### config.mk
export PLATFORM = sky130hd
export DESIGN_NAME = gpio_response_monitor_flat
export DESIGN_NICKNAME = d
export VERILOG_FILES = /design/src/rtl/gpio_probe_pkg.sv /design/src/rtl/gpio_response_monitor_if.sv /design/src/rtl/gpio_sync.sv /design/src/rtl/gpio_response_monitor.sv /design/src/flat_wrapper.sv
export SDC_FILE = /design/constraint.sdc
export NUM_CORES = 1
export LEC_CHECK = 0
export CELL_PAD_IN_SITES_DETAIL_PLACEMENT = 0
export CELL_PAD_IN_SITES_GLOBAL_PLACEMENT = 2
export CORE_MARGIN = 8
export CORE_UTILIZATION = 43
export CTS_CLUSTER_SIZE = 28
export DETAILED_ROUTE_END_ITERATION = 8
export PLACE_DENSITY_LB_ADDON = 0.1
export SLEW_MARGIN = 15
export SYNTH_ARGS = -nofsm -noshare
export SYNTH_HDL_FRONTEND = slang
export SYNTH_SLANG_ARGS = --single-unit
### constraint.sdc
create_clock -name clk -period 4.5 [get_ports clk]
set_input_delay 0.675 -clock clk [delete_from_list [all_inputs] [get_ports clk]]
set_output_delay 0.675 -clock clk [all_outputs]
set_load 0.01 [all_outputs]
### src/rtl/gpio_probe_pkg.sv
// Shared types and constants for the GPIO pin-probe receive path.
package gpio_probe_pkg;

  localparam int GPIO_WIDTH = 36;

  typedef enum logic [2:0] {
    IDLE   = 3'd0,
    BASE   = 3'd1,
    ARMED  = 3'd2,
    SETTLE = 3'd3,
    DONE   = 3'd4
  } mon_state_t;

  // Bits needed to hold a count from 0 to n inclusive.
  function automatic int cnt_width(input int n);
    return $clog2(n + 1);
  endfunction

endpackage

### src/rtl/gpio_response_monitor_if.sv
// Control/result handshake between the probe control logic (master) and the monitor (slave).
// res_partial is present only when PARTIAL_MASK_EN is defined.
interface gpio_response_monitor_if
  import gpio_probe_pkg::*;
#(
  parameter int WIDTH = GPIO_WIDTH
);

  logic             start;
  logic             stim_pulse;
  logic             busy;
  logic             res_valid;
  logic             res_ready;
  logic [WIDTH-1:0] res_mask;
  logic             res_overrun;

`ifdef PARTIAL_MASK_EN
  logic [WIDTH-1:0] res_partial;

  modport master (
    output start, stim_pulse, res_ready,
    input  busy, res_valid, res_mask, res_overrun, res_partial
  );

  modport slave (
    input  start, stim_pulse, res_ready,
    output busy, res_valid, res_mask, res_overrun, res_partial
  );
`else
  modport master (
    output start, stim_pulse, res_ready,
    input  busy, res_valid, res_mask, res_overrun
  );

  modport slave (
    input  start, stim_pulse, res_ready,
    output busy, res_valid, res_mask, res_overrun
  );
`endif

endinterface

### src/rtl/gpio_sync.sv
// Multi-flop synchronizer bringing the asynchronous GPIO levels into the clk domain.
module gpio_sync #(
  parameter int WIDTH       = 36,
  parameter int SYNC_STAGES = 2
) (
  input  logic             clk,
  input  logic             reset_n,
  input  logic [WIDTH-1:0] d,
  output logic [WIDTH-1:0] q
);

  logic [SYNC_STAGES-1:0][WIDTH-1:0] stage;

  always_ff @(posedge clk or negedge reset_n) begin
    if (!reset_n) begin
      stage <= '0;
    end else begin
      stage <= {stage[SYNC_STAGES-2:0], d};
    end
  end

  assign q = stage[SYNC_STAGES-1];

endmodule

### src/rtl/gpio_response_monitor.sv
// Counts, per GPIO pin, how many probe toggles it followed and reports the consistent followers.
// Optional build macro: PARTIAL_MASK_EN adds the res_partial (intermittent pin) result.
//
// state  | meaning
// IDLE   | waiting for start; last result mask held
// BASE   | settle delay before capturing the baseline levels
// ARMED  | waiting for the next stim_pulse
// SETTLE | settle delay after a stim, then compare and count
// DONE   | result valid until consumed
module gpio_response_monitor
  import gpio_probe_pkg::*;
#(
  parameter int WIDTH         = GPIO_WIDTH,
  parameter int SYNC_STAGES   = 2,
  parameter int SETTLE_CYCLES = 1000,
  parameter int NUM_STIM      = 8
) (
  input  logic                    clk,
  input  logic                    reset_n,
  input  logic [WIDTH-1:0]        gpio_in,
  gpio_response_monitor_if.slave  mon
);

  localparam int CW = cnt_width(NUM_STIM);
  localparam int SW = $clog2(SETTLE_CYCLES + 1);
  localparam logic [SW-1:0] SETTLE_LOAD = SW'(SETTLE_CYCLES - 1);
  localparam logic [CW-1:0] STIM_MAX    = CW'(NUM_STIM);
  localparam logic [CW-1:0] STIM_LAST   = CW'(NUM_STIM - 1);

  mon_state_t               state, state_nxt;
  logic [WIDTH-1:0]         sync;
  logic [WIDTH-1:0]         prev;
  logic [WIDTH-1:0]         diff;
  logic [SW-1:0]            settle_cnt;
  logic [CW-1:0]            stim_cnt;
  logic [WIDTH-1:0][CW-1:0] pin_cnt, pin_cnt_nxt;
  logic [WIDTH-1:0]         mask_q, mask_nxt;
  logic                     overrun_q;
  logic                     settle_zero, last_stim;
  logic                     settle_load, meas_clr, base_take, step_take, overrun_set;

  gpio_sync #(
    .WIDTH       (WIDTH),
    .SYNC_STAGES (SYNC_STAGES)
  ) u_sync (
    .clk     (clk),
    .reset_n (reset_n),
    .d       (gpio_in),
    .q       (sync)
  );

  assign settle_zero = (settle_cnt == '0);
  assign last_stim   = (stim_cnt == STIM_LAST);

  always_ff @(posedge clk or negedge reset_n) begin
    if (!reset_n) begin
      state <= IDLE;
    end else begin
      state <= state_nxt;
    end
  end

  always_comb begin
    state_nxt   = state;
    settle_load = 1'b0;
    meas_clr    = 1'b0;
    base_take   = 1'b0;
    step_take   = 1'b0;
    overrun_set = mon.stim_pulse && ((state == BASE) || (state == SETTLE));
    case (state)
      IDLE: begin
        if (mon.start) begin
          state_nxt   = BASE;
          settle_load = 1'b1;
          meas_clr    = 1'b1;
        end
      end
      BASE: begin
        if (settle_zero) begin
          state_nxt = ARMED;
          base_take = 1'b1;
        end
      end
      ARMED: begin
        if (mon.stim_pulse) begin
          state_nxt   = SETTLE;
          settle_load = 1'b1;
        end
      end
      SETTLE: begin
        if (settle_zero) begin
          step_take = 1'b1;
          state_nxt = last_stim ? DONE : ARMED;
        end
      end
      DONE: begin
        if (mon.res_ready) begin
          state_nxt = IDLE;
        end
      end
      default: state_nxt = IDLE;
    endcase
  end

  // Counter values after this step; the result is taken from these so DONE
  // already reflects the final comparison.
  always_comb begin
    diff        = sync ^ prev;
    pin_cnt_nxt = pin_cnt;
    mask_nxt    = '0;
    for (int i = 0; i < WIDTH; i++) begin
      if (diff[i] && (pin_cnt[i] != STIM_MAX)) begin
        pin_cnt_nxt[i] = pin_cnt[i] + CW'(1);
      end
      mask_nxt[i] = (pin_cnt_nxt[i] == STIM_MAX);
    end
  end

  always_ff @(posedge clk or negedge reset_n) begin
    if (!reset_n) begin
      settle_cnt <= '0;
      stim_cnt   <= '0;
      pin_cnt    <= '0;
      prev       <= '0;
      mask_q     <= '0;
      overrun_q  <= 1'b0;
    end else begin
      if (settle_load) begin
        settle_cnt <= SETTLE_LOAD;
      end else if (((state == BASE) || (state == SETTLE)) && !settle_zero) begin
        settle_cnt <= settle_cnt - SW'(1);
      end

      if (meas_clr) begin
        stim_cnt  <= '0;
        pin_cnt   <= '0;
        overrun_q <= 1'b0;
      end else if (overrun_set) begin
        overrun_q <= 1'b1;
      end

      if (base_take) begin
        prev <= sync;
      end

      if (step_take) begin
        prev     <= sync;
        pin_cnt  <= pin_cnt_nxt;
        stim_cnt <= stim_cnt + CW'(1);
        if (last_stim) begin
          mask_q <= mask_nxt;
        end
      end
    end
  end

`ifdef PARTIAL_MASK_EN
  logic [WIDTH-1:0] partial_nxt, partial_q;

  always_comb begin
    partial_nxt = '0;
    for (int i = 0; i < WIDTH; i++) begin
      partial_nxt[i] = (pin_cnt_nxt[i] != '0) && (pin_cnt_nxt[i] != STIM_MAX);
    end
  end

  always_ff @(posedge clk or negedge reset_n) begin
    if (!reset_n) begin
      partial_q <= '0;
    end else if (step_take && last_stim) begin
      partial_q <= partial_nxt;
    end
  end

  assign mon.res_partial = partial_q;
`endif

  assign mon.busy        = (state == BASE) || (state == ARMED) || (state == SETTLE);
  assign mon.res_valid   = (state == DONE);
  assign mon.res_mask    = mask_q;
  assign mon.res_overrun = (state == DONE) && overrun_q;

endmodule

### src/flat_wrapper.sv
// flat-port wrapper written by rule: the top's interface ports become plain ports
module gpio_response_monitor_flat import gpio_probe_pkg::*;
#(
  parameter int WIDTH         = GPIO_WIDTH,
  parameter int SYNC_STAGES   = 2,
  parameter int SETTLE_CYCLES = 1000,
  parameter int NUM_STIM      = 8
)
  (clk, reset_n, gpio_in, mon_start, mon_stim_pulse, mon_res_ready, mon_busy, mon_res_valid, mon_res_mask, mon_res_overrun);
  gpio_response_monitor_if #(.WIDTH(WIDTH)) mon_i ();
  input  logic clk;
  input  logic reset_n;
  input  logic [WIDTH-1:0] gpio_in;
  input wire logic [$bits(mon_i.start)-1:0] mon_start;
  input wire logic [$bits(mon_i.stim_pulse)-1:0] mon_stim_pulse;
  input wire logic [$bits(mon_i.res_ready)-1:0] mon_res_ready;
  output wire logic [$bits(mon_i.busy)-1:0] mon_busy;
  output wire logic [$bits(mon_i.res_valid)-1:0] mon_res_valid;
  output wire logic [$bits(mon_i.res_mask)-1:0] mon_res_mask;
  output wire logic [$bits(mon_i.res_overrun)-1:0] mon_res_overrun;
  assign mon_i.start = mon_start;
  assign mon_i.stim_pulse = mon_stim_pulse;
  assign mon_i.res_ready = mon_res_ready;
  assign mon_busy = mon_i.busy;
  assign mon_res_valid = mon_i.res_valid;
  assign mon_res_mask = mon_i.res_mask;
  assign mon_res_overrun = mon_i.res_overrun;
  gpio_response_monitor #(.WIDTH(WIDTH), .SYNC_STAGES(SYNC_STAGES), .SETTLE_CYCLES(SETTLE_CYCLES), .NUM_STIM(NUM_STIM)) u_core (.clk(clk), .reset_n(reset_n), .gpio_in(gpio_in), .mon(mon_i));
endmodule
==> out/results.ini <==
[drt]
met1_length_um=15300
ant_nets=0
wl_per_cell_um=15.9
drc=0
drt-initial-drc-count=620
wl_um=31300
num_vias=10500
viasPerCell=5.35
dr_wl_met2_um=14000
dr.max_layer_used=met4
met3_length_um=1130
drt_pass1_iterations=4

[yosys]
synthMuxAreaShare=0.0504
synth_ff_type=dfrtp_1
synth_fa_ha_area_frac=0.0630
syn-cell-area_sq_um=14900
synth-seq-cells=306
synth_compound_area_frac=0.142
synth-edff-count=0
ys_types=49
synth_nets=1527
synth.area.top_cells=dfrtp_1 51%, ha_1 6.3%, xor2_1 5.5%
synth_top_cell_by_area=dfrtp_1
yosys.area_share.xor_xnor=0.0564
syn-instance-count=1411
synth_top_family_by_area=compound AO/OA/AOI/OAI gates
avgSynthCellArea_sq_um=10.6
async_reset_ff_frac=1.00
yosys_warnings=0
synth.top_cell.area_share=0.514
synth_simple_gate_area_share=0.141
yosysSeqAreaShare=0.514

[run_status]
outcome=finished, final reports clean

[clocking]
cts_max_level=2
cts_tree=built
root_buffer=clkbuf_16
post_cts_buffers=0
cts.clk_slew.worst_paths_ns=0.06
cts_made_buffers=37
insertion_delay_ns=0.53
clock-sinks=306
cts.path.max_buffers=3
cts_resized=0
cts_hold_buf=0

[floorplanning]
core-area_sq_um=34400
die_y_um=202
die_w_um=202
rows=68
start_util=0.434
die-area_sq_um=40900
ios=80

[sta]
final_max_slew_viol_count=0
finalWorstSetupSlack_ns=1.12
slew_headroom=0.329
setup_viol=0
fin_setup_tns_ns=0
fmax_mhz=296
tightest_slew_ns=1.01
fin_worst_skew_ns=0.0148
finalHoldViolations=0
rsz0062_at_grt=false
period_minus_slack_ns=3.38
period_share=0.750
holdWs_ns=0.238

[power_and_ir_drop]
ir_drop_v=0.000259
p_total_mw=6.47
p_leak_nw=7.83
power_density_nw_per_um2=372

[setup_path]
cp-start-kind=register
max_stage_delay_ns=0.66
crit_path_max_fanout=55
cp_top_family=simple AND/OR/NAND/NOR gates
crit_type=register to register
endpoint_kind=register
critPathBufInv=2
cp_cell_sequence=inv_1 -> ha_1 -> or4bb_1 -> or4_4 -> and2_2 -> buf_4 -> o21ai_0 -> o21ai_0
cpMostUsedCell=o21ai_0
worstPathRequired_ns=4.90
r2r_setup_slack_ns=1.12
critPathSlowestCell=or4_4
arrival_ns=3.77

[global_route]
grt-ovfl-total=0
first_global_vias=10600
grt_first_pass_wirelength_um=53700
grt_use_total=0.155
grt_max_degree=118
antenna_found_initial=0

[final_layout]
drive_gt1_frac=0.0971
diodes=0
area_growth_pct=16.7
final_nets=1603
fill_cells=3135
fin_util=0.506

[place]
port_buffers=79
globalplace.congestion=0.769
hpwlAfterDp_um=18600
dp_slack_ns=1.08

[hold_path]
hp-class=primary input to asynchronous set/reset pin

[flow_run]
drv_cap=0

-- flip-flops by register name, indices dropped and copies added (netlist names) --
signal and count:
u_core.mon.res_mask 36, u_core.overrun_q 1, u_core.pin_cnt 144, u_core.prev 36
u_core.settle_cnt 10, u_core.state 3, u_core.stim_cnt 4, u_core.u_sync.q 36
u_core.u_sync.stage 36
-- cells in the final DEF (no fill, tap or decap), types with 39 or more instances in the layout --
master           synthesis  routed
a21oi_1                 51      51
dfrtp_1                306     306
xor2_1                  93      93
and2_1                  57      56
clkdlybuf4s50_1          0      78
clkbuf_16                0      39
mux2_2                  64      64
nand2_1                135     135
o21ai_0                159     159
inv_1                   79      79
ha_1                    75      75
-- metal layers --
metal | GRT usage | up-vias
li1 | - | 5210
met4 | 0.0515 | 0
met3 | 0.0283 | 54
met1 | 0.212 | 5125
met5 | 0 | -
met2 | 0.247 | 148
-- power by group --
| group | internal [mW] | switching, mW | total, mW | leakage (nW) |
|---|---|---|---|---|
| Sequential | 2.89 | 0.137 | 3.02 | 4.02 |
| Combinational | 0.221 | 0.302 | 0.523 | 3.21 |
| Clock | 1.79 | 1.14 | 2.93 | 0.605 |
-- final cells by class --
cell class / count / area (sq um) / share of cell area
sequential: 306 / 7660 / 0.440
clock buffer: 56 / 1130 / 0.0650
multi-input combinational: 974 / 6770 / 0.389
tap: 455 / 569 / 0.0327
timing repair buffer: 89 / 896 / 0.0515
clock inverter: 10 / 78.8 / 0.00453
inverter: 79 / 297 / 0.0170
-- synthesized netlist by cell type, types with 2 or more instances --
master	instances
nand4_1	36
o41a_1	9
a21o_1	14
buf_2	7
o21ai_0	159
or4_1	6
clkbuf_1	44
a31oi_1	24
mux2i_1	3
or4b_2	2
o211ai_1	2
or3_1	2
nand3_1	19
and2_1	57
xor2_1	93
ha_1	75
xnor2_1	3
a22o_1	28
a21oi_1	51
dfrtp_1	306
nor2_1	34
and3_1	2
o31ai_1	20
nand4b_1	5
o31ai_2	4
nand3b_1	33
mux2_2	64
nand2_1	135
inv_1	79
a32o_1	9
nor4_1	22
nor3_1	35
a2111oi_0	12
nor4b_1	2
-- through the flow --
stage          cells  cell area, sq um
2_1_floorplan   1411             14900
3_3_place_gp    1903             16200
3_5_place_dp    1903             16200
4_1_cts         1969             17400
5_1_grt         1969             17400
6_report        1969             17400
-- final timing paths --
path,end,from,depth (start not counted)
worst max register to register,u_core.pin_cnt[66],u_core.settle_cnt[0],8
worst max-delay path,u_core.pin_cnt[66],u_core.settle_cnt[0],8
worst min register to register,u_core.u_sync.q[13],u_core.u_sync.stage[13],0
max in group asynchronous,u_core.prev[24],reset_n,2
min in group clk,u_core.u_sync.q[13],u_core.u_sync.stage[13],0
worst min-delay path,u_core.u_sync.q[1],reset_n,1
-- cell families after synthesis --
group | Yosys count
AND/OR/NAND/NOR | 397
AO/OA/AOI/OAI | 339
flip-flops | 306
buffers and inverters | 131
XOR/XNOR | 96
adder cells (fa/ha/maj) | 75
multiplexers | 67
-- worst reg2reg max path, cell delays in order (launching register included) --
cell and delay [ns]:
dfrtp_1 0.40, inv_1 0.12, ha_1 0.24, or4bb_1 0.63, or4_4 0.66, and2_2 0.43
buf_4 0.42, o21ai_0 0.26, o21ai_0 0.10
No activity file was read; power rests on OpenSTA's default activity.
